File: src/rtl/cpu_pkg.sv
// Shared CPU definitions: default address width, stack direction encodings
// and the state set of the two-beat stack sequencer.
package cpu_pkg;

    localparam int DEFAULT_ADDR_W = 16;

    localparam logic STACK_PUSH = 1'b1;
    localparam logic STACK_POP  = 1'b0;

    typedef enum logic {
        IDLE,
        BEAT2
    } stack_state_e;

endpackage

File: src/rtl/exm_stack_unit.sv
// Execute/memory stage stack sequencer: owns the stack pointer, drives the
// 16-bit data memory port and splits 32-bit PC push/pop into two beats.
module exm_stack_unit
    import cpu_pkg::*;
#(
    parameter int                ADDR_W   = DEFAULT_ADDR_W,
    parameter logic [ADDR_W-1:0] SP_RESET = {ADDR_W{1'b1}}
) (
    input  logic              i_clk,
    input  logic              i_reset,
    input  logic              i_mem_read,
    input  logic              i_mem_write,
    input  logic              i_stack_operation,
    input  logic              i_stack_function,
    input  logic              i_push_pc,
    input  logic              i_pop_pc,
    input  logic [15:0]       i_data1,
    input  logic [15:0]       i_data2,
    input  logic [31:0]       i_pc,
    input  logic [15:0]       i_mem_rdata,
    output logic [ADDR_W-1:0] o_mem_addr,
    output logic [15:0]       o_mem_wdata,
    output logic              o_mem_we,
    output logic              o_mem_re,
    output logic [15:0]       o_load_data,
    output logic              o_stall,
    output logic [31:0]       o_pc_restore,
    output logic              o_pc_restore_valid,
    output logic [ADDR_W-1:0] o_sp
);

    localparam logic [ADDR_W-1:0] SP_ONE = ADDR_W'(1);
    localparam logic [ADDR_W-1:0] SP_TWO = ADDR_W'(2);

    stack_state_e      r_state;
    stack_state_e      w_next_state;
    logic [ADDR_W-1:0] r_sp;
    logic [ADDR_W-1:0] w_sp_next;
    logic [15:0]       r_pc_lo;
    logic [15:0]       w_pc_lo_next;
    logic              w_we;
    logic              w_re;
    logic              w_stall;
    logic              w_valid;

    // NOTE: every signal written here gets a default first, so no path can
    // leave one unassigned and infer a latch.
    always_comb begin
        w_next_state = r_state;
        w_sp_next    = r_sp;
        w_pc_lo_next = r_pc_lo;
        w_we         = 1'b0;
        w_re         = 1'b0;
        w_stall      = 1'b0;
        w_valid      = 1'b0;
        o_mem_addr   = r_sp;
        o_mem_wdata  = 16'h0000;

        case (r_state)
            IDLE: begin
                if (i_push_pc) begin
                    o_mem_addr   = r_sp;
                    o_mem_wdata  = i_pc[31:16];
                    w_we         = 1'b1;
                    w_stall      = 1'b1;
                    w_next_state = BEAT2;
                end else if (i_pop_pc) begin
                    o_mem_addr   = r_sp + SP_ONE;
                    w_re         = 1'b1;
                    w_pc_lo_next = i_mem_rdata;
                    w_stall      = 1'b1;
                    w_next_state = BEAT2;
                end else if (i_stack_operation) begin
                    if (i_stack_function == STACK_PUSH) begin
                        o_mem_addr  = r_sp;
                        o_mem_wdata = i_data1;
                        w_we        = 1'b1;
                        w_sp_next   = r_sp - SP_ONE;
                    end else begin
                        o_mem_addr  = r_sp + SP_ONE;
                        w_re        = 1'b1;
                        w_sp_next   = r_sp + SP_ONE;
                    end
                end else if (i_mem_write) begin
                    o_mem_addr  = i_data1[ADDR_W-1:0];
                    o_mem_wdata = i_data2;
                    w_we        = 1'b1;
                end else if (i_mem_read) begin
                    o_mem_addr  = i_data1[ADDR_W-1:0];
                    w_re        = 1'b1;
                end
            end

            BEAT2: begin
                // The upstream buffer is held, so its PC op bit still selects this beat.
                w_next_state = IDLE;
                if (i_push_pc) begin
                    o_mem_addr  = r_sp - SP_ONE;
                    o_mem_wdata = i_pc[15:0];
                    w_we        = 1'b1;
                    w_sp_next   = r_sp - SP_TWO;
                end else if (i_pop_pc) begin
                    o_mem_addr  = r_sp + SP_TWO;
                    w_re        = 1'b1;
                    w_valid     = 1'b1;
                    w_sp_next   = r_sp + SP_TWO;
                end
            end

            default: w_next_state = IDLE;
        endcase
    end

    // NOTE: state registers use non-blocking assignments so every register
    // samples the pre-edge values regardless of statement order.
    always_ff @(posedge i_clk) begin
        if (i_reset) begin
            r_state <= IDLE;
            r_sp    <= SP_RESET;
            r_pc_lo <= 16'h0000;
        end else begin
            r_state <= w_next_state;
            r_sp    <= w_sp_next;
            r_pc_lo <= w_pc_lo_next;
        end
    end

    // Strobes are masked during reset so an aborted sequence leaves memory untouched.
    assign o_mem_we           = w_we    & ~i_reset;
    assign o_mem_re           = w_re    & ~i_reset;
    assign o_stall            = w_stall & ~i_reset;
    assign o_pc_restore_valid = w_valid & ~i_reset;
    assign o_load_data        = o_mem_re ? i_mem_rdata : 16'h0000;
    assign o_pc_restore       = {i_mem_rdata, r_pc_lo};
    assign o_sp               = r_sp;

endmodule

File: config.mk
export PLATFORM = sky130hd
export DESIGN_NAME = exm_stack_unit
export DESIGN_NICKNAME = d
export VERILOG_FILES = /design/src/rtl/cpu_pkg.sv /design/src/rtl/exm_stack_unit.sv
export SDC_FILE = /design/constraint.sdc
export NUM_CORES = 1
export LEC_CHECK = 0
export CORE_MARGIN = 5
export CORE_UTILIZATION = 47
export DETAILED_ROUTE_END_ITERATION = 10
export PLACE_DENSITY_LB_ADDON = 0.05
export SYNTH_ARGS = -nofsm -noshare
export SYNTH_HDL_FRONTEND = slang
export SYNTH_SLANG_ARGS = --single-unit
File: constraint.sdc
create_clock -name i_clk -period 3.47 [get_ports i_clk]
set_input_delay 0.347 -clock i_clk [delete_from_list [all_inputs] [get_ports i_clk]]
set_output_delay 0.347 -clock i_clk [all_outputs]
set_load 0.01 [all_outputs]
==> results.yml, run 1 <==
placement:
  place.port_buffers: 187
  hpwl_um: 16100
  routabilityCongestion: 1.10
  dp_slack_ps: 3.09
  placed_cells: 882
  place_area_um2: 6220
logic_synthesis:
  syn_inst: 614
  synth_edf_count: 0
  yosys_warnings: 0
  ys_seq_elements: 33
  synth_flop_cell: "dfxtp_1"
  ys_types: 69
  syn-num-nets: 709
  async_flop_share_pct: 0
  syn-cell-area_um2: 4210
  postSynthAreaPerCell_um2: 6.86
  ys_seq_area_share_pct: 15.7
cts:
  cts.clk_slew.worst_paths_ps: 70
  clkSinkCount: 33
  postCtsSetupBuffers: 0
  clk_latency_ps: 300
  cts-buffers-inserted: 5
  clockBufferDepth: 2
  cts_tree: "built"
  cts-root-buf: "clkbuf_8"
  hold_buffers: 0
  cts_max_level: 2
setup_path:
  cp.arrival_ps: 3030
  r2r_setup_slack_ps: 1130
  crit_type: "reg2out"
  cp_data_required_time_ps: 3120
  cpPeakStageDelay_ps: 600
  path_delay_family: "simple AND/OR/NAND/NOR gates"
  crit_fanout: 6
  cp_slowest_cell: "clkdlybuf4s50_1"
  r2r_end: "o_sp[15]$_SDFFE_PP1P_"
  cp_num_cells: 8
  path_cells: "inv_1 -> ha_4 -> or3b_2 -> nor2b_1 -> a21oi_1 -> and2_1 -> nor4_1 -> clkdlybuf4s50_1"
  critPathBufInv: 2
  worstSetupStartpointType: "flop"
  endpoint_kind: "primary output"
  crit_start: "o_sp[0]$_SDFFE_PP1P_"
  r2r_start: "r_state$_SDFF_PP0_"
  reg2reg_depth: 5
  setup.worst_path.end: "o_mem_addr[6]"
floorplan:
  die_x_um: 105
  rows: 34
  die_h_um: 105
  initial_core_util_pct: 48.3
  core_um2: 8720
  die_area_um2: 10900
  ios: 188
outcome:
  status: "complete, no violations"
sta:
  final_hold_viol_count: 0
  clock.fmax_ghz: 0.296
  slew_viol_final: 0
  setup-tns-final_ps: 0
  worst_slack_ps: 96.6
  finalCritPeriodShare_pct: 97.2
  relSlewSlack_pct: 26.4
  tightest_slew_ps: 1100
  finalClockSkew_ps: 12.5
  fin_crit_ps: 3370
  setup-violations-final: 0
hold_path:
  min_path_type: "reg2reg"
route:
  wl_um: 20700
  wire_per_inst_um: 23.3
  viasPerCell: 6.75
  vias: 6004
  drtPass1Iterations: 5
  postRouteAntennaNets: 0
  drc: 0
  drt_iter0_drc: 634
layout:
  antenna_cells: 0
  stdcell_count: 890
  nNetsFinal: 876
  drive_above_1_share_pct: 9.46
  area_growth_syn_to_layout_pct: 51.1
  final_area_um2: 6360
job:
  max-cap-violations: 0
power_and_ir_drop:
  ir_drop_mv: 0.184
  power.density_nw_per_um2: 298
  power_mw: 1.90
  cellLeakagePower_nw: 2.33
grt:
  grt_max_degree: 37
  antenna_found_initial: 0
  grt_pass1_vias: 5824
  grt_overflow: 0
  grt_pass1_wl_um: 32300
  grt_use_total_pct: 35.8
[through the flow]
stage	hold slack (ps)	utilization [%]
final	457	72.9
after global placement	442	71.3
after CTS	458	72.5
after floorplan	481	-
after global routing	481	72.9
after detailed placement	448	71.3
[tightest hold or removal path, stage by stage, from the launching register on]
cell and delay (ps):
dfxtp_1 310, nand2_1 50, a21oi_1 50
[layout make-up]
| cell class | count | area (µm²) |
|---|---|---|
| multi-input combinational | 494 | 3180 |
| fill | 677 | 2360 |
| timing repair buffer | 234 | 2220 |
| sequential | 33 | 667 |
| tap | 108 | 135 |
| clock buffer | 7 | 96.3 |
| inverter | 13 | 48.8 |
| clock inverter | 1 | 5.00 |
[what timing repair did]
item                                    CTS  global route
pin swaps                                 0             1
gates resized for setup                   2            10
endpoints found under the hold margin     0             0
endpoints found under the setup margin    6             8
[where the power goes]
| part | switching (mW) | internal [mW] |
|---|---|---|
| Sequential | 0.0651 | 0.407 |
| Clock | 0.159 | 0.180 |
| Combinational | 0.564 | 0.522 |
| Total | 0.787 | 1.11 |
[cells by family after synthesis]
logic type	share of synthesized area [%]
AOI/OAI and AO/OA	30.0
xor gates and xnor gates	5.20
adders and majority gates	2.08
buffers and inverters	9.54
DFF	15.7
muxes	7.16
and+or+nand+nor	30.3
[layer usage]
metal	vias to the layer above	track usage (%)	part of all wire (%)
met5	-	0	0
met4	0	14.7	4.3
met2	530	57.4	45
met3	85	7.89	14
li1	2627	-	-
met1	2762	46.6	37
[registers in the layout (all words and copies together) (netlist names)]
name	cells
r_state	1
r_pc_lo	16
o_sp	16
[worst min-delay path by stage]
stage | start | to | cells after the start
global placement | r_pc_lo[4]$_SDFFE_PP0P_ | r_pc_lo[4]$_SDFFE_PP0P_ | 2
detailed placement | r_pc_lo[0]$_SDFFE_PP0P_ | r_pc_lo[0]$_SDFFE_PP0P_ | 2
CTS | r_pc_lo[0]$_SDFFE_PP0P_ | r_pc_lo[0]$_SDFFE_PP0P_ | 2
global route | r_pc_lo[1]$_SDFFE_PP0P_ | r_pc_lo[1]$_SDFFE_PP0P_ | 2
floorplan | r_pc_lo[0]$_SDFFE_PP0P_ | r_pc_lo[0]$_SDFFE_PP0P_ | 2
finish | r_pc_lo[0]$_SDFFE_PP0P_ | r_pc_lo[0]$_SDFFE_PP0P_ | 2
[layout by cell type, fill, tap and decap left out, types with 4 or more instances in the layout]
cell type and count:
a21oi_1 47, a221oi_1 6, a22oi_1 23, a32oi_1 4
and2_1 21, and3_1 8, and4_1 4, buf_4 47
clkbuf_8 7, clkdlybuf4s50_1 187, dfxtp_1 30, ha_1 5
inv_1 11, mux2i_1 29, nand2_1 70, nand3_1 23
nand4_1 11, nor2_1 36, nor2b_1 5, nor3_1 20
nor4_1 8, o211ai_1 6, o21ai_0 27, o221ai_1 4
o22ai_1 25, o2bb2ai_1 4, o32ai_1 4, or3_1 5
or4_1 13, xnor2_1 17, xor2_1 8
[cell usage after synthesis, types with 5 or more instances]
cell type	instances	share of area (%)
buf_2	6	0.71
nor3_1	20	2.4
and3_1	8	1.2
or3_1	6	0.89
a21oi_1	48	5.7
dfxtp_1	33	16
mux2i_1	29	6.9
buf_1	8	0.71
a221oi_1	6	1.2
xnor2_1	17	3.5
clkbuf_1	43	3.8
nand2_1	70	6.2
or4_1	13	2.3
nand4_1	11	1.6
buf_4	16	2.9
nor2_1	36	3.2
and2_1	21	3.1
o22ai_1	25	3.7
o211ai_1	6	1.1
o21ai_0	27	3.2
nor4_1	9	1.3
nor2b_1	5	0.74
ha_1	7	2.1
inv_1	11	0.98
a22oi_1	23	4.1
nand3_1	23	2.7
xor2_1	8	1.7
Power figures use the tool's default switching activity.
==> run 2, diff against run 1 <==
Settings changed: CAP_MARGIN from default to 25.
==> run 2 against run 1 <==
Critical path depth did not move. Critical path type unchanged. Die area unchanged. Sequential share of layout area hardly changed. Combinational power hardly changed. Highest routed layer unchanged. Flip-flop and latch count unchanged. Hold slack barely moved. Register-to-register slack about the same. Sequential power about the same. Non-clock buffer count grew 1. Clock skew up 1.3 ps. Fmax fell by 0.26%.
==> results.yml, run 2 (synthesis results as in run 1) <==
sta:
  finalClockSkew_ps: 13.8
  tightest_slew_ps: 694
  worst_slack_ps: 87.7
  relSlewSlack_pct: 53.7
  fin_crit_ps: 3380
  finalCritPeriodShare_pct: 97.5
  timing.hold.ws_ps: 458
  clock.fmax_ghz: 0.296
  setup-violations-final: 0
  final_hold_viol_count: 0
  slew_viol_final: 0
cts:
  postCtsSetupBuffers: 0
  hold_buffers: 0
  cts_max_level: 2
  cts_tree: "built"
  clkSinkCount: 33
  clockBufferDepth: 2
  clk_latency_ps: 300
  cts-root-buf: "clkbuf_8"
  cts-buffers-inserted: 5
  cts.clk_slew.worst_paths_ps: 70
setup_path:
  crit_fanout: 6
  setup.worst_path.end: "o_mem_addr[6]"
  crit_start: "o_sp[0]$_SDFFE_PP1P_"
  r2r_setup_slack_ps: 1120
  path_cells: "inv_1 -> ha_4 -> or3b_2 -> nor2b_1 -> a21oi_1 -> and2_1 -> nor4_1 -> clkdlybuf4s50_1"
  reg2reg_depth: 5
  r2r_end: "o_sp[15]$_SDFFE_PP1P_"
  critPathBufInv: 2
  endpoint_kind: "primary output"
  worstSetupStartpointType: "flop"
  r2r_start: "r_state$_SDFF_PP0_"
  cp_num_cells: 8
  cpPeakStageDelay_ps: 600
  cp.arrival_ps: 3040
  path_delay_family: "simple AND/OR/NAND/NOR gates"
  crit_type: "reg2out"
  cp_slowest_cell: "clkdlybuf4s50_1"
  cp_data_required_time_ps: 3120
route:
  drt_iter0_drc: 694
  drc: 0
  drtPass1Iterations: 8
  postRouteAntennaNets: 0
  wire_per_inst_um: 23.3
  viasPerCell: 6.75
  wl_um: 20700
  vias: 6014
placement:
  routabilityCongestion: 1.10
  hpwl_um: 16100
  dp_slack_ps: 3.09
  place.port_buffers: 187
layout:
  final_cell_mix: "clkdlybuf4s50_1 (187), nand2_1 (70), buf_4 (48)"
  area_growth_syn_to_layout_pct: 51.3
  drive_above_1_share_pct: 9.58
  mostFrequentLayoutCell: "clkdlybuf4s50_1"
  nNetsFinal: 877
  fillers: 676
  antenna_cells: 0
grt:
  grt_pass1_vias: 5824
  grt_max_degree: 37
  antenna_found_initial: 0
  grt_pass1_wl_um: 32300
  grt_overflow: 0
  grt_use_total_pct: 35.8
job:
  max-cap-violations: 0
floorplan:
  die_x_um: 105
  die_area_um2: 10900
  die_h_um: 105
  initial_core_util_pct: 48.3
  rows: 34
  core_um2: 8720
  ios: 188
power_and_ir_drop:
  cellLeakagePower_nw: 2.34
  ir_drop_mv: 0.184
  power.density_nw_per_um2: 298
hold_path:
  holdPathStages: 2
  min_path_type: "reg2reg"
outcome:
  status: "complete, no violations"
==> run 2: layout make-up <==
class / count / area [µm²] / share of cell area, %
clock buffer: 7 / 96.3 / 1.51
clock inverter: 1 / 5.00 / 0.0786
inverter: 13 / 48.8 / 0.766
multi-input combinational: 494 / 3180 / 50.0
sequential: 33 / 667 / 10.5
tap: 108 / 135 / 2.12
timing repair buffer: 235 / 2230 / 35.1
==> run 2: worst min-delay path: cells and delay by family, from the launching register on <==
| kind | cells | cell delay (ps) |
|---|---|---|
| flops | 1 | 310 |
| simple gates | 1 | 50 |
| compound gates | 1 | 50 |
==> run 2: how the worst min path moves through the flow <==
stage | to | startpoint
2_1_floorplan | r_pc_lo[0]$_SDFFE_PP0P_ | r_pc_lo[0]$_SDFFE_PP0P_
6_report | r_pc_lo[2]$_SDFFE_PP0P_ | r_pc_lo[2]$_SDFFE_PP0P_
3_5_place_dp | r_pc_lo[0]$_SDFFE_PP0P_ | r_pc_lo[0]$_SDFFE_PP0P_
3_3_place_gp | r_pc_lo[4]$_SDFFE_PP0P_ | r_pc_lo[4]$_SDFFE_PP0P_
4_1_cts | r_pc_lo[0]$_SDFFE_PP0P_ | r_pc_lo[0]$_SDFFE_PP0P_
5_1_grt | r_pc_lo[1]$_SDFFE_PP0P_ | r_pc_lo[1]$_SDFFE_PP0P_
==> run 2: metrics by stage <==
stage	area (µm²)	setup TNS (ps)	util, %	cells	power (mW)
6_report	6370	0	73.0	891	1.90
5_1_grt	6370	-11.1	73.0	891	1.98
4_1_cts	6320	0	72.5	890	1.86
3_5_place_dp	6220	0	71.3	882	1.52
3_3_place_gp	6220	0	71.3	882	1.51
2_1_floorplan	4210	0	-	614	1.02
==> run 2: layer usage <==
metal	track usage (%)	up-vias	share of wire (%)
met5	0	-	0
met4	14.7	0	4.6
met3	7.89	87	13
met2	57.4	513	46
met1	46.6	2775	37
li1	-	2639	-
==> run 2: report_power, final <==
| part | switching (mW) | internal, mW | total (mW) | leakage (nW) |
|---|---|---|---|---|
| Combinational | 0.562 | 0.523 | 1.09 | 2.01 |
| Clock | 0.162 | 0.180 | 0.342 | 0.0542 |
| Sequential | 0.0653 | 0.407 | 0.472 | 0.270 |
==> run 2: repair_timing <==
| item | 4_1_cts | 5_1_grt |
|---|---|---|
| gates resized for setup | 2 | 10 |
| gates cloned | 0 | 0 |
| pin swaps | 0 | 1 |
| setup endpoints to repair | 6 | 8 |
